$ cat src/rtl/rf_wb_arbiter_if.sv
// rtl/rf_wb_arbiter_if.sv - bus bundle between the pipeline/long-latency unit and rf_wb_arbiter
interface rf_wb_arbiter_if;
  logic        wb_valid_i;
  logic [4:0]  wb_rd_i;
  logic [31:0] wb_data_i;
  logic        ll_valid_i;
  logic        ll_ready_o;
  logic [4:0]  ll_rd_i;
  logic [31:0] ll_data_i;
  logic        issue_i;
  logic [4:0]  issue_rd_i;
  logic [4:0]  rs1_addr_i;
  logic [4:0]  rs2_addr_i;
  logic        stall_o;
  logic        hold_pipe_o;
  logic        err_o;
  logic        RegWrite_o;
  logic [4:0]  rd_addr_o;
  logic [31:0] rd_data_o;

  // pipeline / long-latency unit side
  modport master (
    output wb_valid_i, wb_rd_i, wb_data_i,
    output ll_valid_i, ll_rd_i, ll_data_i,
    output issue_i, issue_rd_i, rs1_addr_i, rs2_addr_i,
    input  ll_ready_o, stall_o, hold_pipe_o, err_o,
    input  RegWrite_o, rd_addr_o, rd_data_o
  );

  // arbiter side
  modport slave (
    input  wb_valid_i, wb_rd_i, wb_data_i,
    input  ll_valid_i, ll_rd_i, ll_data_i,
    input  issue_i, issue_rd_i, rs1_addr_i, rs2_addr_i,
    output ll_ready_o, stall_o, hold_pipe_o, err_o,
    output RegWrite_o, rd_addr_o, rd_data_o
  );
endinterface

$ cat src/rtl/rf_wb_arbiter.sv
// rtl/rf_wb_arbiter.sv - register-file write port arbiter (pipeline WB vs long-latency FIFO), optional stats under RF_ARB_STATS_EN
module rf_wb_arbiter #(
  parameter int DEPTH     = 4,
  parameter int MAX_DEFER = 3
) (
  input  logic               clk_i,
  input  logic               rst_i,
  rf_wb_arbiter_if.slave     bus
`ifdef RF_ARB_STATS_EN
  ,
  output logic [31:0]        conflict_cnt_o,
  output logic [31:0]        hold_cnt_o
`endif
);

  localparam int AW = (DEPTH > 1) ? $clog2(DEPTH) : 1;
  localparam int CW = $clog2(MAX_DEFER + 1);

  logic [36:0]   mem [DEPTH];
  logic [AW-1:0] wptr_q, rptr_q;
  logic [AW:0]   count_q;
  logic [CW-1:0] defer_q, defer_d;
  logic          hold_q, hold_d;
  logic [31:0]   busy_q, busy_d;
  logic          err_q;
  logic          we_q;
  logic [4:0]    addr_q;
  logic [31:0]   data_q;

  logic          empty, full, wb_req, ll_acc, pop, push, bypass;
  logic          win_valid, win_ll;
  logic [4:0]    win_rd;
  logic [31:0]   win_data;

  assign bus.ll_ready_o  = !full;
  assign bus.stall_o     = busy_q[bus.rs1_addr_i] | busy_q[bus.rs2_addr_i];
  assign bus.hold_pipe_o = hold_q;
  assign bus.err_o       = err_q;
  assign bus.RegWrite_o  = we_q;
  assign bus.rd_addr_o   = addr_q;
  assign bus.rd_data_o   = data_q;

  // pick this cycle's single write-port winner and the FIFO push/pop actions
  always_comb begin
    empty     = (count_q == '0);
    full      = (count_q == (AW+1)'(DEPTH));
    // a held pipeline has no right to the port; rd 0 requests never claim it
    wb_req    = bus.wb_valid_i && (bus.wb_rd_i != 5'd0) && !hold_q;
    ll_acc    = bus.ll_valid_i && !full;
    pop       = !empty && (hold_q || !wb_req);
    bypass    = ll_acc && empty && !wb_req;
    push      = ll_acc && !bypass;
    win_valid = 1'b0;
    win_ll    = 1'b0;
    win_rd    = 5'd0;
    win_data  = 32'd0;
    if (pop) begin
      win_valid = 1'b1;
      win_ll    = 1'b1;
      win_rd    = mem[rptr_q][36:32];
      win_data  = mem[rptr_q][31:0];
    end else if (wb_req) begin
      win_valid = 1'b1;
      win_rd    = bus.wb_rd_i;
      win_data  = bus.wb_data_i;
    end else if (bypass) begin
      win_valid = 1'b1;
      win_ll    = 1'b1;
      win_rd    = bus.ll_rd_i;
      win_data  = bus.ll_data_i;
    end
  end

  // starvation tracking and busy scoreboard next state
  always_comb begin
    defer_d = '0;
    if (!empty && !pop) begin
      defer_d = (defer_q == CW'(MAX_DEFER)) ? defer_q : defer_q + CW'(1);
    end
    hold_d = hold_q ? !pop : (defer_d == CW'(MAX_DEFER));
    busy_d = busy_q;
    // clearing lines up with the write appearing on the port; a same-cycle issue wins
    if (win_ll && (win_rd != 5'd0)) busy_d[win_rd] = 1'b0;
    if (bus.issue_i && (bus.issue_rd_i != 5'd0)) busy_d[bus.issue_rd_i] = 1'b1;
    busy_d[0] = 1'b0;
  end

  // FIFO storage; contents need no reset because count_q guards every read
  always_ff @(posedge clk_i) begin
    if (push) mem[wptr_q] <= {bus.ll_rd_i, bus.ll_data_i};
  end

  // control state, scoreboard and registered write-port outputs
  always_ff @(posedge clk_i or posedge rst_i) begin
    if (rst_i) begin
      wptr_q  <= '0;
      rptr_q  <= '0;
      count_q <= '0;
      defer_q <= '0;
      hold_q  <= 1'b0;
      busy_q  <= '0;
      err_q   <= 1'b0;
      we_q    <= 1'b0;
      addr_q  <= 5'd0;
      data_q  <= 32'd0;
    end else begin
      if (push) wptr_q <= wptr_q + AW'(1);
      if (pop)  rptr_q <= rptr_q + AW'(1);
      if (push && !pop)      count_q <= count_q + (AW+1)'(1);
      else if (pop && !push) count_q <= count_q - (AW+1)'(1);
      defer_q <= defer_d;
      hold_q  <= hold_d;
      busy_q  <= busy_d;
      if (bus.wb_valid_i && hold_q) err_q <= 1'b1;
      we_q   <= win_valid && (win_rd != 5'd0);
      addr_q <= (win_valid && (win_rd != 5'd0)) ? win_rd : 5'd0;
      data_q <= (win_valid && (win_rd != 5'd0)) ? win_data : 32'd0;
    end
  end

`ifdef RF_ARB_STATS_EN
  // saturating event counters: wb/ll contention and held cycles
  always_ff @(posedge clk_i or posedge rst_i) begin
    if (rst_i) begin
      conflict_cnt_o <= 32'd0;
      hold_cnt_o     <= 32'd0;
    end else begin
      if (bus.wb_valid_i && (bus.wb_rd_i != 5'd0) && (bus.ll_valid_i || !empty) &&
          (conflict_cnt_o != 32'hFFFF_FFFF))
        conflict_cnt_o <= conflict_cnt_o + 32'd1;
      if (hold_q && (hold_cnt_o != 32'hFFFF_FFFF))
        hold_cnt_o <= hold_cnt_o + 32'd1;
    end
  end
`endif

endmodule

$ cat src/flat_wrapper.sv
// flat-port wrapper written by rule: the top's interface ports become plain ports
module rf_wb_arbiter_flat 
#(
  parameter int DEPTH     = 4,
  parameter int MAX_DEFER = 3
)
  (clk_i, rst_i, bus_wb_valid_i, bus_wb_rd_i, bus_wb_data_i, bus_ll_valid_i, bus_ll_rd_i, bus_ll_data_i, bus_issue_i, bus_issue_rd_i, bus_rs1_addr_i, bus_rs2_addr_i, bus_ll_ready_o, bus_stall_o, bus_hold_pipe_o, bus_err_o, bus_RegWrite_o, bus_rd_addr_o, bus_rd_data_o);
  rf_wb_arbiter_if bus_i ();
  input  logic clk_i;
  input  logic rst_i;
  input wire logic [$bits(bus_i.wb_valid_i)-1:0] bus_wb_valid_i;
  input wire logic [$bits(bus_i.wb_rd_i)-1:0] bus_wb_rd_i;
  input wire logic [$bits(bus_i.wb_data_i)-1:0] bus_wb_data_i;
  input wire logic [$bits(bus_i.ll_valid_i)-1:0] bus_ll_valid_i;
  input wire logic [$bits(bus_i.ll_rd_i)-1:0] bus_ll_rd_i;
  input wire logic [$bits(bus_i.ll_data_i)-1:0] bus_ll_data_i;
  input wire logic [$bits(bus_i.issue_i)-1:0] bus_issue_i;
  input wire logic [$bits(bus_i.issue_rd_i)-1:0] bus_issue_rd_i;
  input wire logic [$bits(bus_i.rs1_addr_i)-1:0] bus_rs1_addr_i;
  input wire logic [$bits(bus_i.rs2_addr_i)-1:0] bus_rs2_addr_i;
  output wire logic [$bits(bus_i.ll_ready_o)-1:0] bus_ll_ready_o;
  output wire logic [$bits(bus_i.stall_o)-1:0] bus_stall_o;
  output wire logic [$bits(bus_i.hold_pipe_o)-1:0] bus_hold_pipe_o;
  output wire logic [$bits(bus_i.err_o)-1:0] bus_err_o;
  output wire logic [$bits(bus_i.RegWrite_o)-1:0] bus_RegWrite_o;
  output wire logic [$bits(bus_i.rd_addr_o)-1:0] bus_rd_addr_o;
  output wire logic [$bits(bus_i.rd_data_o)-1:0] bus_rd_data_o;
  assign bus_i.wb_valid_i = bus_wb_valid_i;
  assign bus_i.wb_rd_i = bus_wb_rd_i;
  assign bus_i.wb_data_i = bus_wb_data_i;
  assign bus_i.ll_valid_i = bus_ll_valid_i;
  assign bus_i.ll_rd_i = bus_ll_rd_i;
  assign bus_i.ll_data_i = bus_ll_data_i;
  assign bus_i.issue_i = bus_issue_i;
  assign bus_i.issue_rd_i = bus_issue_rd_i;
  assign bus_i.rs1_addr_i = bus_rs1_addr_i;
  assign bus_i.rs2_addr_i = bus_rs2_addr_i;
  assign bus_ll_ready_o = bus_i.ll_ready_o;
  assign bus_stall_o = bus_i.stall_o;
  assign bus_hold_pipe_o = bus_i.hold_pipe_o;
  assign bus_err_o = bus_i.err_o;
  assign bus_RegWrite_o = bus_i.RegWrite_o;
  assign bus_rd_addr_o = bus_i.rd_addr_o;
  assign bus_rd_data_o = bus_i.rd_data_o;
  rf_wb_arbiter #(.DEPTH(DEPTH), .MAX_DEFER(MAX_DEFER)) u_core (.clk_i(clk_i), .rst_i(rst_i), .bus(bus_i));
endmodule
$ cat config.mk
export PLATFORM = sky130hd
export DESIGN_NAME = rf_wb_arbiter_flat
export DESIGN_NICKNAME = d
export VERILOG_FILES = /design/src/rtl/rf_wb_arbiter_if.sv /design/src/rtl/rf_wb_arbiter.sv /design/src/flat_wrapper.sv
export SDC_FILE = /design/constraint.sdc
export NUM_CORES = 1
export LEC_CHECK = 0
export CAP_MARGIN = 10
export CORE_MARGIN = 4
export CORE_UTILIZATION = 50
export CTS_CLUSTER_DIAMETER = 80
export DETAILED_ROUTE_END_ITERATION = 10
export PLACE_DENSITY = 0.88
export SETUP_SLACK_MARGIN = 0.4
export SYNTH_ARGS = -nofsm -noshare
export SYNTH_HDL_FRONTEND = slang
export SYNTH_SLANG_ARGS = --single-unit
$ cat constraint.sdc
create_clock -name clk_i -period 2.7 [get_ports clk_i]
set_input_delay 0.27 -clock clk_i [delete_from_list [all_inputs] [get_ports clk_i]]
set_output_delay 0.27 -clock clk_i [all_outputs]
set_load 0.1 [all_outputs]
==> flow_metrics.py, run 1 <==
metrics = {
    "clocking": {
        "worstSkewPairLatency_ps": 520,
        "clk_pin_slew_worst_paths_ps": 70,
        "cts_tree": "built",
        "cts.path.max_buffers": 3,
        "cts_buffers": 24,
        "cts_hold_buf": 0,
        "cts_root_buf": "clkbuf_16",
        "htreeDepth": 1,
        "clock_sinks": 228,
    },
    "synth": {
        "synthCells": 693,
        "async_flop_share_pct": 35.1,
        "synth_fp_nets": 793,
        "yosysWarningCount": 0,
        "ys_ff_latch": 228,
        "ys_seq_area_share_pct": 64.1,
        "avgSynthCellArea_um2": 14.5,
        "yosys.cell_types.count": 51,
        "syn_area_mm2": 0.0101,
        "synth-main-ff-cell": "edfxtp_1",
        "synth-edff-count": 148,
    },
    "setup_path": {
        "startpoint_type": "register",
        "arrival_ps": 2400,
        "r2r_end": "u_core.bus.rd_data_o[19]",
        "r2r_slack_ps": 280,
        "rr_startpoint": "u_core.rptr_q[0]",
        "worstRegToRegCells": 10,
        "end_kind": "output port",
        "crit_type": "reg -> out",
        "critPathMaxFanout": 2,
        "required_ps": 2430,
    },
    "floorplanning": {
        "ios": 136,
        "die_h_um": 150,
        "coreArea_mm2": 0.0196,
        "die-area_mm2": 0.0224,
        "initial_core_util_pct": 51.3,
        "rows": 51,
        "die_x_um": 150,
    },
    "sta": {
        "setup_viol": 0,
        "post-route-min-period_ps": 2670,
        "worst_pin_slew_ps": 557,
        "finClkSkew_ps": 10.7,
        "fmax_ghz": 0.375,
        "holdWs_ps": 79.7,
        "setup_ws_ps": 29.9,
        "tns_ps": 0,
        "finalCritPeriodShare_pct": 98.9,
        "rsz0062_at_grt": "true",
        "maxSlewViolCount": 0,
        "finalHoldViolCount": 0,
        "relSlewSlack_pct": 62.8,
    },
    "placed_design": {
        "pre_cts_ws_ps": -83.0,
        "hpwlAfterDp_um": 16400,
        "post-place-cells": 1089,
        "placed_area_mm2": 0.0118,
        "place.gp.congestion": 0.891,
        "io_buffers": 135,
    },
    "final_layout": {
        "final_common_cell": "edfxtp_1",
        "antenna_cells": 0,
        "final_cell_mix": "edfxtp_1, nand2_1, clkdlybuf4s50_1, buf_4, dfrtp_1",
        "stdcell_area_mm2": 0.0133,
        "fin_cells": 1162,
        "final_nets": 979,
        "syn_to_final_growth_pct": 32.1,
        "drive_above_1_share_pct": 32.0,
    },
    "drt": {
        "drt-initial-drc-count": 640,
        "num_vias": 6986,
        "drt_first_pass_iters": 5,
        "met3_length_um": 2650,
        "vias_per_cell": 6.01,
        "post-route-drc-count": 0,
        "final_antenna_net_count": 0,
        "m1WireLength_um": 9620,
        "met2_length_um": 13600,
        "routed_wl_um": 26700,
        "wl_per_cell_um": 23.0,
        "top_layer": "met4",
    },
    "global_routing": {
        "antenna_found_initial": 0,
        "grt_max_degree": 51,
        "grt_pass1_vias": 7179,
        "grt_pass1_wl_um": 38700,
        "grt-ovfl-total": 0,
        "track_usage_pct": 22.2,
    },
    "pwr": {
        "ir_drop_uv": 1020,
        "p_leak_uw": 0.00497,
        "pwr_density_cell_mw_per_mm2": 1260,
    },
    "run_status": {
        "status": "completed",
    },
    "job": {
        "max-cap-violations": 0,
    },
    "worst_hold_path": {
        "hold_class": "in -> async",
    },
}
==> per-layer routing <==
metal  vias to the layer above  GRT usage [%]
met2                       445           37.7
met1                      3475           28.2
met5                         -              0
met4                         0           6.95
met3                        66           5.97
li1                       3000              -
==> synthesized netlist by cell type (3+ instances only) <==
master / instances / area share [%]
o21ai_1: 3 / 0.15
and3_1: 3 / 0.19
o31ai_2: 3 / 0.37
xnor2_1: 4 / 0.35
buf_2: 5 / 0.25
nand3_1: 41 / 2.0
nand2_1: 102 / 3.8
a21oi_2: 3 / 0.26
nor3b_1: 3 / 0.22
and2_1: 4 / 0.25
buf_1: 7 / 0.26
buf_6: 8 / 0.90
clkbuf_1: 21 / 0.78
o21ai_0: 3 / 0.15
nand3_2: 4 / 0.40
inv_1: 5 / 0.19
dfrtp_1: 80 / 20
nor2_1: 14 / 0.52
a21oi_1: 69 / 3.4
ha_1: 5 / 0.62
o31ai_1: 29 / 2.2
mux4_2: 54 / 12
edfxtp_1: 148 / 44
mux2i_1: 5 / 0.50
nor2_2: 32 / 2.0
==> what timing repair did <==
action / CTS / global route
setup endpoints to repair: 2 / 214
endpoints found under the hold margin: 0 / 0
cloned: 1 / 7
pin swaps: 1 / 36
resized for setup: 1 / 75
buffers inserted: 5 / 16
==> worst max-delay path by stage <==
stage                            from                 to  slack, ps  cells after the start
global route        u_core.busy_q[31]        bus_stall_o       -130                      5
global placement       bus_wb_rd_i[1]  u_core.count_q[1]        -10                      9
CTS                 u_core.busy_q[15]        bus_stall_o         30                      5
floorplan           bus_rs2_addr_i[1]        bus_stall_o       -150                      6
finish              u_core.busy_q[22]        bus_stall_o         30                      6
detailed placement     bus_wb_rd_i[1]  u_core.count_q[1]        -80                      9
==> logic make-up (layout without fill, tap and decap cells) <==
kind of cell | count (synthesis) | in the layout | synth area share, %
AO/OA/AOI/OAI | 122 | 122 | 8.21
XOR/XNOR | 6 | 6 | 0.523
adder cells (fa/ha/maj) | 6 | 6 | 0.821
buffers and inverters | 53 | 253 | 2.86
flip-flops | 228 | 228 | 64.1
multiplexers | 61 | 61 | 12.8
AND/OR/NAND/NOR | 217 | 221 | 10.6
==> worst max-delay path, stage by stage (launching register included) <==
cell and delay (ps):
dfrtp_1 390, buf_4 140, mux4_2 440, mux4_2 470
nand2_1 90, o211ai_1 130, clkbuf_16 230
==> state kept, by name (all words and copies together) (netlist names) <==
name	cells
u_core.mem	148
u_core.bus.rd_addr_o	5
u_core.count_q	3
u_core.busy_q	31
u_core.rptr_q	2
u_core.defer_q	2
u_core.bus.hold_pipe_o	1
u_core.bus.rd_data_o	32
u_core.bus.err_o	1
u_core.bus.RegWrite_o	1
u_core.wptr_q	2
==> final cells by class <==
class                   count  area (um2)
clock inverters            12         141
flip-flops and latches    228        6450
repair buffers            199        1970
fillers                  1267        6310
multi-input cells         416        3630
inverters                  10        61.3
well taps                 265         332
clock buffers              32         683
==> stage by stage <==
step | utilization, % | total power [uW]
after floorplan | - | 10600
after global placement | 60.3 | 12200
after detailed placement | 60.3 | 12400
after CTS | 64.9 | 15900
after global routing | 67.8 | 17400
final | 67.8 | 16700
==> power by group <==
group          leakage, uW  switching (uW)  internal (uW)
sequential         0.00232             555           4790
combinational      0.00225            5140           2780
clock             0.000396            1340           2070
total              0.00497            7040           9640
Note: power is estimated with default switching activity, not from simulation.
==> run 2: changes to the inputs <==
--- a/config.mk
+++ b/config.mk
@@ -9,6 +9,7 @@
 export CORE_MARGIN = 4
 export CORE_UTILIZATION = 50
 export CTS_CLUSTER_DIAMETER = 80
+export CTS_CLUSTER_SIZE = 16
 export DETAILED_ROUTE_END_ITERATION = 10
 export PLACE_DENSITY = 0.88
 export SETUP_SLACK_MARGIN = 0.4
==> flow_metrics.py, run 2 (synthesized netlist as in run 1, its figures left out) <==
metrics = {
    "run_status": {
        "status": "completed",
    },
    "drt": {
        "post-route-drc-count": 0,
        "num_vias": 6870,
        "vias_per_cell": 5.98,
        "routed_wl_um": 26300,
        "drt_first_pass_iters": 5,
        "drt-initial-drc-count": 639,
        "final_antenna_net_count": 0,
        "wl_per_cell_um": 22.9,
    },
    "placed_design": {
        "io_buffers": 135,
        "pre_cts_ws_ps": -83.0,
        "place.gp.congestion": 0.891,
        "post-place-cells": 1089,
        "placed_area_mm2": 0.0118,
        "hpwlAfterDp_um": 16400,
    },
    "global_routing": {
        "track_usage_pct": 22.0,
        "grt-ovfl-total": 0,
        "antenna_found_initial": 0,
        "grt_pass1_vias": 7118,
        "grt_pass1_wl_um": 38400,
        "grt_max_degree": 51,
    },
    "final_layout": {
        "antenna_cells": 0,
        "multi_input_area_mm2": 0.00357,
        "top_register": "u_core.mem",
        "syn_to_final_growth_pct": 28.3,
        "final_common_cell": "edfxtp_1",
        "regArea_mm2": 0.00645,
        "final_cell_mix": "edfxtp_1, nand2_1, clkdlybuf4s50_1, buf_4, dfrtp_1",
        "fillers": 1326,
        "largest_register_ffs": 148,
        "fin_cells": 1148,
        "final_nets": 971,
        "stdcell_area_mm2": 0.0129,
        "drive_above_1_share_pct": 29.7,
    },
    "pwr": {
        "p_sw_uw": 6800,
        "power_uw": 15600,
        "p_sw_share_pct": 43.5,
        "p_leak_uw": 0.00480,
        "ir_drop_uv": 1050,
        "pwr_density_cell_mw_per_mm2": 1210,
        "p_clk_share_pct": 16.1,
        "cell_internal_pwr_uw": 8830,
        "pwr-share-seq_pct": 34.1,
        "combPwrFrac_pct": 49.8,
    },
    "clocking": {
        "cts_root_buf": "clkbuf_16",
        "clk_pin_slew_worst_paths_ps": 70,
        "cts_buffers": 18,
        "htreeDepth": 1,
        "clock_sinks": 228,
        "worstSkewPairLatency_ps": 490,
        "cts.path.max_buffers": 3,
        "cts_tree": "built",
    },
    "setup_path": {
        "crit_start": "u_core.busy_q[15]",
        "r2r_end": "u_core.bus.rd_data_o[27]",
        "rr_startpoint": "u_core.rptr_q[0]",
        "required_ps": 2430,
        "arrival_ps": 2380,
        "worstRegToRegCells": 9,
        "startpoint_type": "register",
        "crit_type": "reg -> out",
        "end_kind": "output port",
        "critPathMaxFanout": 2,
        "r2r_slack_ps": 320,
    },
    "sta": {
        "fmax_ghz": 0.377,
        "finalCritPeriodShare_pct": 98.2,
        "maxSlewViolCount": 0,
        "setup_viol": 0,
        "finalHoldViolCount": 0,
        "setup_ws_ps": 49.9,
        "rsz0062_at_grt": "true",
        "post-route-min-period_ps": 2650,
        "finClkSkew_ps": 13.8,
        "worst_pin_slew_ps": 558,
        "relSlewSlack_pct": 62.7,
    },
    "floorplanning": {
        "initial_core_util_pct": 51.3,
        "coreArea_mm2": 0.0196,
        "die_h_um": 150,
        "die_x_um": 150,
        "ios": 136,
        "rows": 51,
        "die-area_mm2": 0.0224,
    },
    "worst_hold_path": {
        "hold_class": "in -> async",
    },
    "job": {
        "max-cap-violations": 0,
    },
}
run 2: area by class of cell:
cell class | count | share of cell area [%]
sequential | 228 | 50.0
multi-input combinational | 416 | 27.7
timing repair buffer | 197 | 15.1
clock buffer | 31 | 4.04
tap | 265 | 2.57
inverter | 10 | 0.475
clock inverter | 1 | 0.126
run 2: what timing repair did:
| item | in CTS | in global routing |
|---|---|---|
| gates cloned | 1 | 7 |
| resized for setup | 2 | 62 |
| hold buffers | 0 | 0 |
| pin swaps | 1 | 33 |
| endpoints found under the setup margin | 9 | 211 |
| setup buffers | 7 | 12 |
run 2: worst max path at each step:
stage / endpoint / slack, ps / cells past startpoint
2_1_floorplan: bus_stall_o / -150 / 6
3_5_place_dp: u_core.count_q[1] / -80 / 9
5_1_grt: bus_stall_o / -90 / 5
6_report: bus_stall_o / 50 / 5
3_3_place_gp: u_core.count_q[1] / -10 / 9
4_1_cts: bus_stall_o / 40 / 5
run 2: power groups by stage:
stage | combinational [uW] | clock, uW | sequential (uW)
after floorplan | 3310 | 0 | 7280
after global placement | 6890 | 0 | 5340
after detailed placement | 7050 | 0 | 5400
after CTS | 7170 | 2550 | 5320
after global routing | 8190 | 2680 | 5420
final | 7780 | 2520 | 5330
run 2: layer usage:
metal | GRT usage, % | vias to the layer above | share of wire (%)
li1 | - | 2978 | -
met1 | 28.3 | 3450 | 36
met2 | 37.7 | 389 | 51
met3 | 5.57 | 53 | 10
met4 | 5.54 | 0 | 2.2
met5 | 0 | - | 0
run 2: worst max-delay path, stage by stage, from the launching register on:
cell and delay (ps):
dfrtp_1 420, mux4_2 470, mux4_2 480, mux2i_1 140
o211ai_1 150, clkbuf_16 230
run 2: per-stage QoR:
step	hold WS, ps	TNS [ps]	utilization [%]
3_5_place_dp	448	-857	60.3
4_1_cts	106	0	63.5
3_3_place_gp	443	-13.2	60.3
5_1_grt	108	-85.4	65.8
2_1_floorplan	366	-154	-
6_report	106	0	65.8
